--- config.mk ---
export PLATFORM = sky130hd
export DESIGN_NAME = sfifo_param_flat
export DESIGN_NICKNAME = d
export VERILOG_FILES = /design/src/rtl/sfifo_param_if.sv /design/src/rtl/sfifo_param.sv /design/src/flat_wrapper.sv
export SDC_FILE = /design/constraint.sdc
export NUM_CORES = 1
export LEC_CHECK = 0
export CORE_AREA = 5 5 127 129
export DETAILED_ROUTE_END_ITERATION = 10
export DIE_AREA = 0 0 132 134
export PLACE_DENSITY = 0.61
export SYNTH_ARGS = -nofsm -noshare
export SYNTH_HDL_FRONTEND = slang
export SYNTH_SLANG_ARGS = --single-unit
export TNS_END_PERCENT = 30
--- constraint.sdc ---
create_clock -name CLK -period 2.6 [get_ports CLK]
set_input_delay 0.52 -clock CLK [delete_from_list [all_inputs] [get_ports CLK]]
set_output_delay 0.52 -clock CLK [all_outputs]
set_load 0.01 [all_outputs]
--- src/rtl/sfifo_param_if.sv ---
// Handshake and status bundle for the parametrised synchronous FIFO.
// The producer/consumer side uses the master view; the FIFO uses the slave view.
interface sfifo_param_if #(
    parameter int DW = 8,
    parameter int AW = 4
);
    logic          write;
    logic          read;
    logic          clr_err;
    logic [DW-1:0] iData;
    logic [DW-1:0] oData;
    logic          valid;
    logic          full;
    logic          empty;
    logic          almost_full;
    logic          almost_empty;
    logic [AW:0]   count;
    logic          overflow;
    logic          underflow;

    modport master (
        output write, read, clr_err, iData,
        input  oData, valid, full, empty, almost_full, almost_empty,
               count, overflow, underflow
    );

    modport slave (
        input  write, read, clr_err, iData,
        output oData, valid, full, empty, almost_full, almost_empty,
               count, overflow, underflow
    );
endinterface

--- src/rtl/sfifo_param.sv ---
// Parametrised single-clock FIFO with occupancy count, programmable
// almost-full/almost-empty thresholds, sticky error flags and an optional
// first-word-fall-through read port.
// Pointers carry one extra wrap bit so full and empty are distinguishable.
module sfifo_param #(
    parameter int DW       = 8,
    parameter int AW       = 4,
    parameter int AF_LEVEL = 14,
    parameter int AE_LEVEL = 2,
    parameter int FWFT     = 0
) (
    input  logic              CLK,
    input  logic              RSTn,
    sfifo_param_if.slave      bus
);

    localparam int DEPTH = 1 << AW;

    logic [AW:0]   wp_q,    wp_d;
    logic [AW:0]   rp_q,    rp_d;
    logic [DW-1:0] rdata_q, rdata_d;
    logic          valid_q, valid_d;
    logic          ovf_q,   ovf_d;
    logic          unf_q,   unf_d;

    logic [DW-1:0] mem_q [DEPTH];

    logic          full_s;
    logic          empty_s;
    logic [AW:0]   count_s;
    logic          push_s;
    logic          pop_s;
    logic [DW-1:0] head_s;

    // Decode occupancy flags from the registered pointers and qualify requests.
    always_comb begin
        full_s  = (wp_q[AW] != rp_q[AW]) && (wp_q[AW-1:0] == rp_q[AW-1:0]);
        empty_s = (wp_q == rp_q);
        count_s = wp_q - rp_q;
        push_s  = bus.write && !full_s;
        pop_s   = bus.read  && !empty_s;
        head_s  = mem_q[rp_q[AW-1:0]];
    end

    // Next-state for pointers, sticky errors and the registered read port.
    always_comb begin
        wp_d    = wp_q;
        rp_d    = rp_q;
        rdata_d = rdata_q;
        valid_d = 1'b0;
        ovf_d   = ovf_q;
        unf_d   = unf_q;

        if (push_s) begin
            wp_d = wp_q + (AW+1)'(1);
        end else begin
            wp_d = wp_q;
        end

        if (pop_s) begin
            rp_d = rp_q + (AW+1)'(1);
        end else begin
            rp_d = rp_q;
        end

        // In FWFT mode the head is shown combinationally, so these stay idle.
        if (FWFT == 0 && pop_s) begin
            rdata_d = head_s;
            valid_d = 1'b1;
        end else begin
            rdata_d = rdata_q;
            valid_d = 1'b0;
        end

        // A new error event in the same cycle as a clear takes priority.
        if (bus.write && full_s) begin
            ovf_d = 1'b1;
        end else if (bus.clr_err) begin
            ovf_d = 1'b0;
        end else begin
            ovf_d = ovf_q;
        end

        if (bus.read && empty_s) begin
            unf_d = 1'b1;
        end else if (bus.clr_err) begin
            unf_d = 1'b0;
        end else begin
            unf_d = unf_q;
        end
    end

    // Control state registers, cleared asynchronously.
    always_ff @(posedge CLK or negedge RSTn) begin
        if (!RSTn) begin
            wp_q    <= '0;
            rp_q    <= '0;
            rdata_q <= '0;
            valid_q <= 1'b0;
            ovf_q   <= 1'b0;
            unf_q   <= 1'b0;
        end else begin
            wp_q    <= wp_d;
            rp_q    <= rp_d;
            rdata_q <= rdata_d;
            valid_q <= valid_d;
            ovf_q   <= ovf_d;
            unf_q   <= unf_d;
        end
    end

    // Storage array; contents are deliberately left unreset.
    always_ff @(posedge CLK) begin
        if (push_s) begin
            mem_q[wp_q[AW-1:0]] <= bus.iData;
        end
    end

    // Drive the status outputs and select the read-port flavour.
    always_comb begin
        bus.full         = full_s;
        bus.empty        = empty_s;
        bus.count        = count_s;
        bus.almost_full  = (count_s >= (AW+1)'(AF_LEVEL));
        bus.almost_empty = (count_s <= (AW+1)'(AE_LEVEL));
        bus.overflow     = ovf_q;
        bus.underflow    = unf_q;
        if (FWFT != 0) begin
            bus.oData = empty_s ? {DW{1'b0}} : head_s;
            bus.valid = !empty_s;
        end else begin
            bus.oData = rdata_q;
            bus.valid = valid_q;
        end
    end

endmodule

--- src/flat_wrapper.sv ---
// flat-port wrapper written by rule: the top's interface ports become plain ports
module sfifo_param_flat 
#(
    parameter int DW       = 8,
    parameter int AW       = 4,
    parameter int AF_LEVEL = 14,
    parameter int AE_LEVEL = 2,
    parameter int FWFT     = 0
)
  (CLK, RSTn, bus_write, bus_read, bus_clr_err, bus_iData, bus_oData, bus_valid, bus_full, bus_empty, bus_almost_full, bus_almost_empty, bus_count, bus_overflow, bus_underflow);
  sfifo_param_if #(.DW(DW), .AW(AW)) bus_i ();
  input  logic CLK;
  input  logic RSTn;
  input wire logic [$bits(bus_i.write)-1:0] bus_write;
  input wire logic [$bits(bus_i.read)-1:0] bus_read;
  input wire logic [$bits(bus_i.clr_err)-1:0] bus_clr_err;
  input wire logic [$bits(bus_i.iData)-1:0] bus_iData;
  output wire logic [$bits(bus_i.oData)-1:0] bus_oData;
  output wire logic [$bits(bus_i.valid)-1:0] bus_valid;
  output wire logic [$bits(bus_i.full)-1:0] bus_full;
  output wire logic [$bits(bus_i.empty)-1:0] bus_empty;
  output wire logic [$bits(bus_i.almost_full)-1:0] bus_almost_full;
  output wire logic [$bits(bus_i.almost_empty)-1:0] bus_almost_empty;
  output wire logic [$bits(bus_i.count)-1:0] bus_count;
  output wire logic [$bits(bus_i.overflow)-1:0] bus_overflow;
  output wire logic [$bits(bus_i.underflow)-1:0] bus_underflow;
  assign bus_i.write = bus_write;
  assign bus_i.read = bus_read;
  assign bus_i.clr_err = bus_clr_err;
  assign bus_i.iData = bus_iData;
  assign bus_oData = bus_i.oData;
  assign bus_valid = bus_i.valid;
  assign bus_full = bus_i.full;
  assign bus_empty = bus_i.empty;
  assign bus_almost_full = bus_i.almost_full;
  assign bus_almost_empty = bus_i.almost_empty;
  assign bus_count = bus_i.count;
  assign bus_overflow = bus_i.overflow;
  assign bus_underflow = bus_i.underflow;
  sfifo_param #(.DW(DW), .AW(AW), .AF_LEVEL(AF_LEVEL), .AE_LEVEL(AE_LEVEL), .FWFT(FWFT)) u_core (.CLK(CLK), .RSTn(RSTn), .bus(bus_i));
endmodule
Word-level counts from Yosys, hierarchy flattened
Memory sizes are Yosys's and may differ from the RTL's. A register that Yosys moved wholly into a read port is not among the register bits.
Index checks and enable logic that the tools add are counted.
{"block": "totals", "register_bits": 13, "ramBits": 128, "inputBits": 13, "output_inout_bits": 20, "word_cells": 30, "n_memories": 1}
{"memory": "u_core.mem_q", "depth": 16, "width": 8, "read_ports": 1, "rd_ports_with_merged_regs": 1, "write_ports": 1, "line": "sfifo_param.sv:26", "text": "logic [DW-1:0] mem_q [DEPTH];"}
{"block": "op_classes", "n_addsub": 3, "magnitude_cmp": 2, "n_eq_ne": 3, "n_mux": 6, "n_reduce_logical": 10}
{"operator": "5-bit by 1-bit adder with 5-bit output, second input constant", "count": 2}
{"operator": "1-bit 2-to-1 mux", "count": 6}
{"operator": "5-bit equality test", "count": 1}
{"operator": "5-bit by 4-bit greater-or-equal comparator with 1-bit output, second input constant", "count": 1}
{"operator": "5-bit by 2-bit <= comparator with 1-bit output, second input constant", "count": 1}
{"operator": "1-bit logical AND", "count": 5}
{"operator": "5-bit subtractor", "count": 1}
{"operator": "4-bit equality test", "count": 1}
{"operator": "2-bit nonzero test", "count": 2}
{"operator": "1-bit zero test", "count": 3}
{"operator": "1-bit != test", "count": 1}

Logic depth before layout (Yosys ltp)
{"block": "depth", "depth_word": 6, "ltp_mapped": 9, "mapped_depth_nobuf": 8}

Least setup slack after synthesis
Ideal clock, no wire load.
{"block": "synth_timing", "kind": "reg2reg", "from": "register u_core.rp_q[1]", "to": "memory u_core.mem_q[10][0], enable pin", "setup_ns": 0.383, "t_arrival_ns": 2.252, "required_ns": 2.217, "path_slack_ns": -0.035, "path_stages_with_launch": 9, "n_path_buf": 2, "synth_period_minus_slack_ns": 2.635, "cell_sequence": "dfrtp_1 buf_2 buf_8 inv_1 ha_1 and4_1 a21boi_2 nand2_1 nor3_1"}
{"block": "synth_between", "elab_chain_cells": 6}
{"item": "start: declaration", "line": "sfifo_param.sv:20", "text": "logic [AW:0] rp_q, rp_d;"}
{"item": "start signal: assignment", "line": "sfifo_param.sv:104", "text": "rp_q <= rp_d;"}
{"item": "4-bit equality test", "line": "sfifo_param.sv:37", "text": "full_s = (wp_q[AW] != rp_q[AW]) && (wp_q[AW-1:0] == rp_q[AW-1:0]);"}
{"item": "1-bit logical AND", "line": "sfifo_param.sv:37"}
{"item": "1-bit zero test", "line": "sfifo_param.sv:40", "text": "push_s = bus.write && !full_s;"}
{"item": "1-bit logical AND", "line": "sfifo_param.sv:40"}
{"item": "1-bit 2-to-1 mux", "line": "sfifo_param.sv:114", "text": "if (push_s) begin"}
{"item": "1-bit 2-to-1 mux (implied by the code)", "line": "sfifo_param.sv:115", "text": "mem_q[wp_q[AW-1:0]] <= bus.iData;"}
{"item": "end: declaration", "line": "sfifo_param.sv:26"}
Every way passes these cells.

Worst setup path in the final report
{"block": "layout_timing", "from": "register u_core.wp_q[0]", "to": "output bus_count[4]"}
{"block": "layout_between", "elab_chain_cells": 1}
{"item": "start: declaration", "line": "sfifo_param.sv:19", "text": "logic [AW:0] wp_q, wp_d;"}
{"item": "start signal: assignment", "line": "sfifo_param.sv:103", "text": "wp_q <= wp_d;"}
{"item": "5-bit subtractor", "line": "sfifo_param.sv:39", "text": "count_s = wp_q - rp_q;"}
{"item": "end: declaration", "line": "flat_wrapper.sv:24", "text": "output wire logic [$bits(bus_i.count)-1:0] bus_count;"}
Every way passes these cells.

==> flow_summary.ini <==
[setup_path]
startpoint_type = flop
crit_type = flop to primary output
crit_buf_inv = 3
cp_top_family = adder cells
critical_path_required_ns = 2.08
crit_path_cell_trace = inv_2 > ha_4 > inv_2 > fa_2 > a21o_1 > a21oi_2 > xnor2_2 > dlygate4sd2_1
end_kind = primary output
cp_slowest_cell = dfrtp_1
critPathMostFrequentCell = inv_2
cp_slowest_stage_delay_ns = 0.39
cp_max_fo = 3
cp_data_arrival_time_ns = 2.22

[timing]
fmax_mhz = 365
rsz0062_at_grt = true
fin_tns_setup_ns = -0.514
timing.hold.ws_ns = 0.460
tightest_slew_ns = 0.819
period_minus_slack_ns = 2.74
finalMaxSlewViolations = 0
setup_slack_ns = -0.138
min_period_over_period = 1.05
hold_viol_final = 0
relSlewSlack = 0.454
fin_worst_skew_ns = 0.00816
setup_viol = 5

[placement]
place_hpwl_um = 8060
place_area_mm2 = 0.00674
globalplace.congestion = 0.759
port_buffers = 32
place_ws_ns = -0.256

[synthesis]
yosys.area.top_type = edfxtp_1
synth_top_area_frac = 0.629
ys_seq_elements = 149
synth_area_per_cell_um2 = 17.4
syn_area_mm2 = 0.00611
synth_cells = 352
synth.area.top_cells = edfxtp_1 (63%), dfrtp_1 (8.6%), mux2i_1 (5.2%)
synthDistinctLibCells = 40
ys_warn_count = 0
synth_fp_nets = 375
yosysSeqAreaShare = 0.715

[layout]
nets = 445
postLayoutCellArea_mm2 = 0.00741
area_growth_syn_to_layout_pct = 21.4
fin_util = 0.497
antenna_cells = 0
layout-drive-gt1-share = 0.209

[power_and_ir_drop]
vdd_drop_max_v = 0.000591
powerDensity_mw_per_mm2 = 1220
p_int_mw = 6.20
p_leak_nw = 2.66
p_seq_frac = 0.345
clock_power_share = 0.281
p_switching_mw = 2.85
power_switching_share = 0.315
combPwrFrac = 0.375

[route]
dr.pass1.iters = 4
ant_nets = 0
viasPerCell = 5.23
wirelength_um = 12700
wl_per_cell_um = 20.4
drcViolationCount = 0
vias = 3258
first_iter_violations = 250

[die]
die_x_um = 132
die_area_mm2 = 0.0177
io_pins = 33
start_util = 0.409
std_cell_rows = 45
core-area_mm2 = 0.0149
die_h_um = 134

[global_route]
grt_pass1_wl_um = 20000
grt_max_degree = 51
grt_usage = 0.151
grt_pass1_vias = 3424
antenna_found_initial = 0
grt_overflow_total = 0

[cts]
cts_buffers = 17
clk_pin_slew_worst_paths_ns = 0.06
cts_buffer_depth = 2
htreeDepth = 4
root_buffer = clkbuf_16
clock-sinks = 149
cts_tree = yes
clkLatencyLatePin_ns = 0.41
hold_buffers = 0

[outcome]
status = complete, but fails checks
failed_checks = negative setup slack

[flow_run]
maxCapViolCount = 0

[worst_hold_path]
hp-class = input pin to asynchronous set/reset pin
[worst reg2reg max path, cell delays in order (launching register included)]
cell     delay (ns)
dfrtp_2        0.41
inv_2          0.09
ha_1           0.25
buf_4          0.15
nand4_1        0.15
o21ai_1        0.18
nor2_1         0.21
and3_1         0.49
[registers in the layout (all words and copies together) (netlist names)]
name and flops:
u_core.bus.overflow 1, u_core.bus.valid 1, u_core.wp_q 5, u_core.mem_q 128, u_core.bus.oData 8, u_core.bus.underflow 1
u_core.rp_q 5
[path summary, 6_finish.rpt]
check / from / end / slack [ns] / cells past startpoint
worst max-delay path: u_core.wp_q[0]$_DFFE_PN0P_ / bus_count[4] / -0.14 / 8
worst min-delay path: RSTn / u_core.bus.underflow$_DFFE_PN0P_ / 0.46 / 2
worst max register to register: u_core.rp_q[1]$_DFFE_PN0P_ / u_core.mem_q[6][7]$_DFFE_PP_ / 0.30 / 7
worst min register to register: u_core.bus.overflow$_DFFE_PN0P_ / u_core.bus.overflow$_DFFE_PN0P_ / 0.52 / 2
max in group asynchronous: RSTn / u_core.rp_q[1]$_DFFE_PN0P_ / 1.89 / 2
min in group CLK: u_core.bus.overflow$_DFFE_PN0P_ / u_core.bus.overflow$_DFFE_PN0P_ / 0.52 / 2
[synthesized netlist by cell type]
cell type    n
edfxtp_1   128
mux2i_1     32
nor2_1      24
dfrtp_1     21
o22ai_1     16
inv_1       14
ha_1         9
mux4_2       9
xnor2_1      9
a22oi_1      8
a31oi_1      8
mux4_1       7
nand2_1      7
buf_6        5
nand4_1      5
o21ai_0      5
and3_1       4
nor3_1       4
nor4_1       4
buf_2        3
clkbuf_1     3
xor2_1       3
a21boi_2     2
a21o_1       2
buf_8        2
clkbuf_8     2
nand3_1      2
nand3b_2     2
a211oi_1     1
a21oi_1      1
a41o_1       1
and2_1       1
and4_1       1
buf_4        1
fa_1         1
nor2b_1      1
o21a_1       1
o21ai_1      1
or3_1        1
or3b_1       1
[layout by cell type (no fill, tap or decap), drive strengths merged, types with 2 or more instances in the layout]
cell	n
o21ai	6
clkdlybuf4s50	25
a31oi	8
nand3b	2
buf	37
clkinv	4
nor2	24
xnor2	9
and3	4
xor2	3
nor3	4
o22ai	16
a21boi	2
dfrtp	21
a21o	2
nand3	2
nand4	5
bufinv	4
a22oi	8
nor4	4
dlygate4sd2	3
mux2i	32
edfxtp	128
ha	9
clkbuf	25
inv	14
nand2	7
mux4	16
[per-layer routing]
metal  global-route usage  share of wire
met3               0.0409          0.042
met1                0.202           0.47
met2                0.244           0.48
met4               0.0446          0.010
met5                    0              0
[cell families after synthesis]
| group | after synthesis | synth area share |
|---|---|---|
| simple gates | 57 | 0.0469 |
| fa+ha+maj | 10 | 0.0217 |
| buf+inv | 30 | 0.0328 |
| xor+xnor | 12 | 0.0172 |
| compound gates | 46 | 0.0504 |
| flops | 149 | 0.715 |
| mux | 48 | 0.116 |
[layout make-up]
| cell class | instances | area (um2) |
|---|---|---|
| fill | 1213 | 7510 |
| timing repair buffer | 67 | 559 |
| sequential | 149 | 4370 |
| clock inverter | 9 | 151 |
| tap | 188 | 235 |
| inverter | 14 | 52.6 |
| clock buffer | 23 | 468 |
| multi-input combinational | 173 | 1580 |
[per-stage QoR]
step                cells  power (mW)
floorplan             352        5.21
global placement      585        6.44
detailed placement    585        6.52
CTS                   620        9.07
global route          623        9.54
finish                623        9.05
[power groups by stage]
stage / registers [mW] / clock network [mW] / logic (mW)
final: 3.12 / 2.54 / 3.39
after global routing: 3.15 / 2.69 / 3.70
after CTS: 3.12 / 2.58 / 3.36
after detailed placement: 3.16 / 0 / 3.36
after global placement: 3.14 / 0 / 3.30
after floorplan: 3.18 / 0 / 2.03
[repair_timing]
action | CTS | global route
setup endpoints to repair | 8 | 6
resized for setup | 23 | 6
buffers inserted | 3 | 3
pin swaps | 5 | 5
No activity file was read; power rests on OpenSTA's default activity.
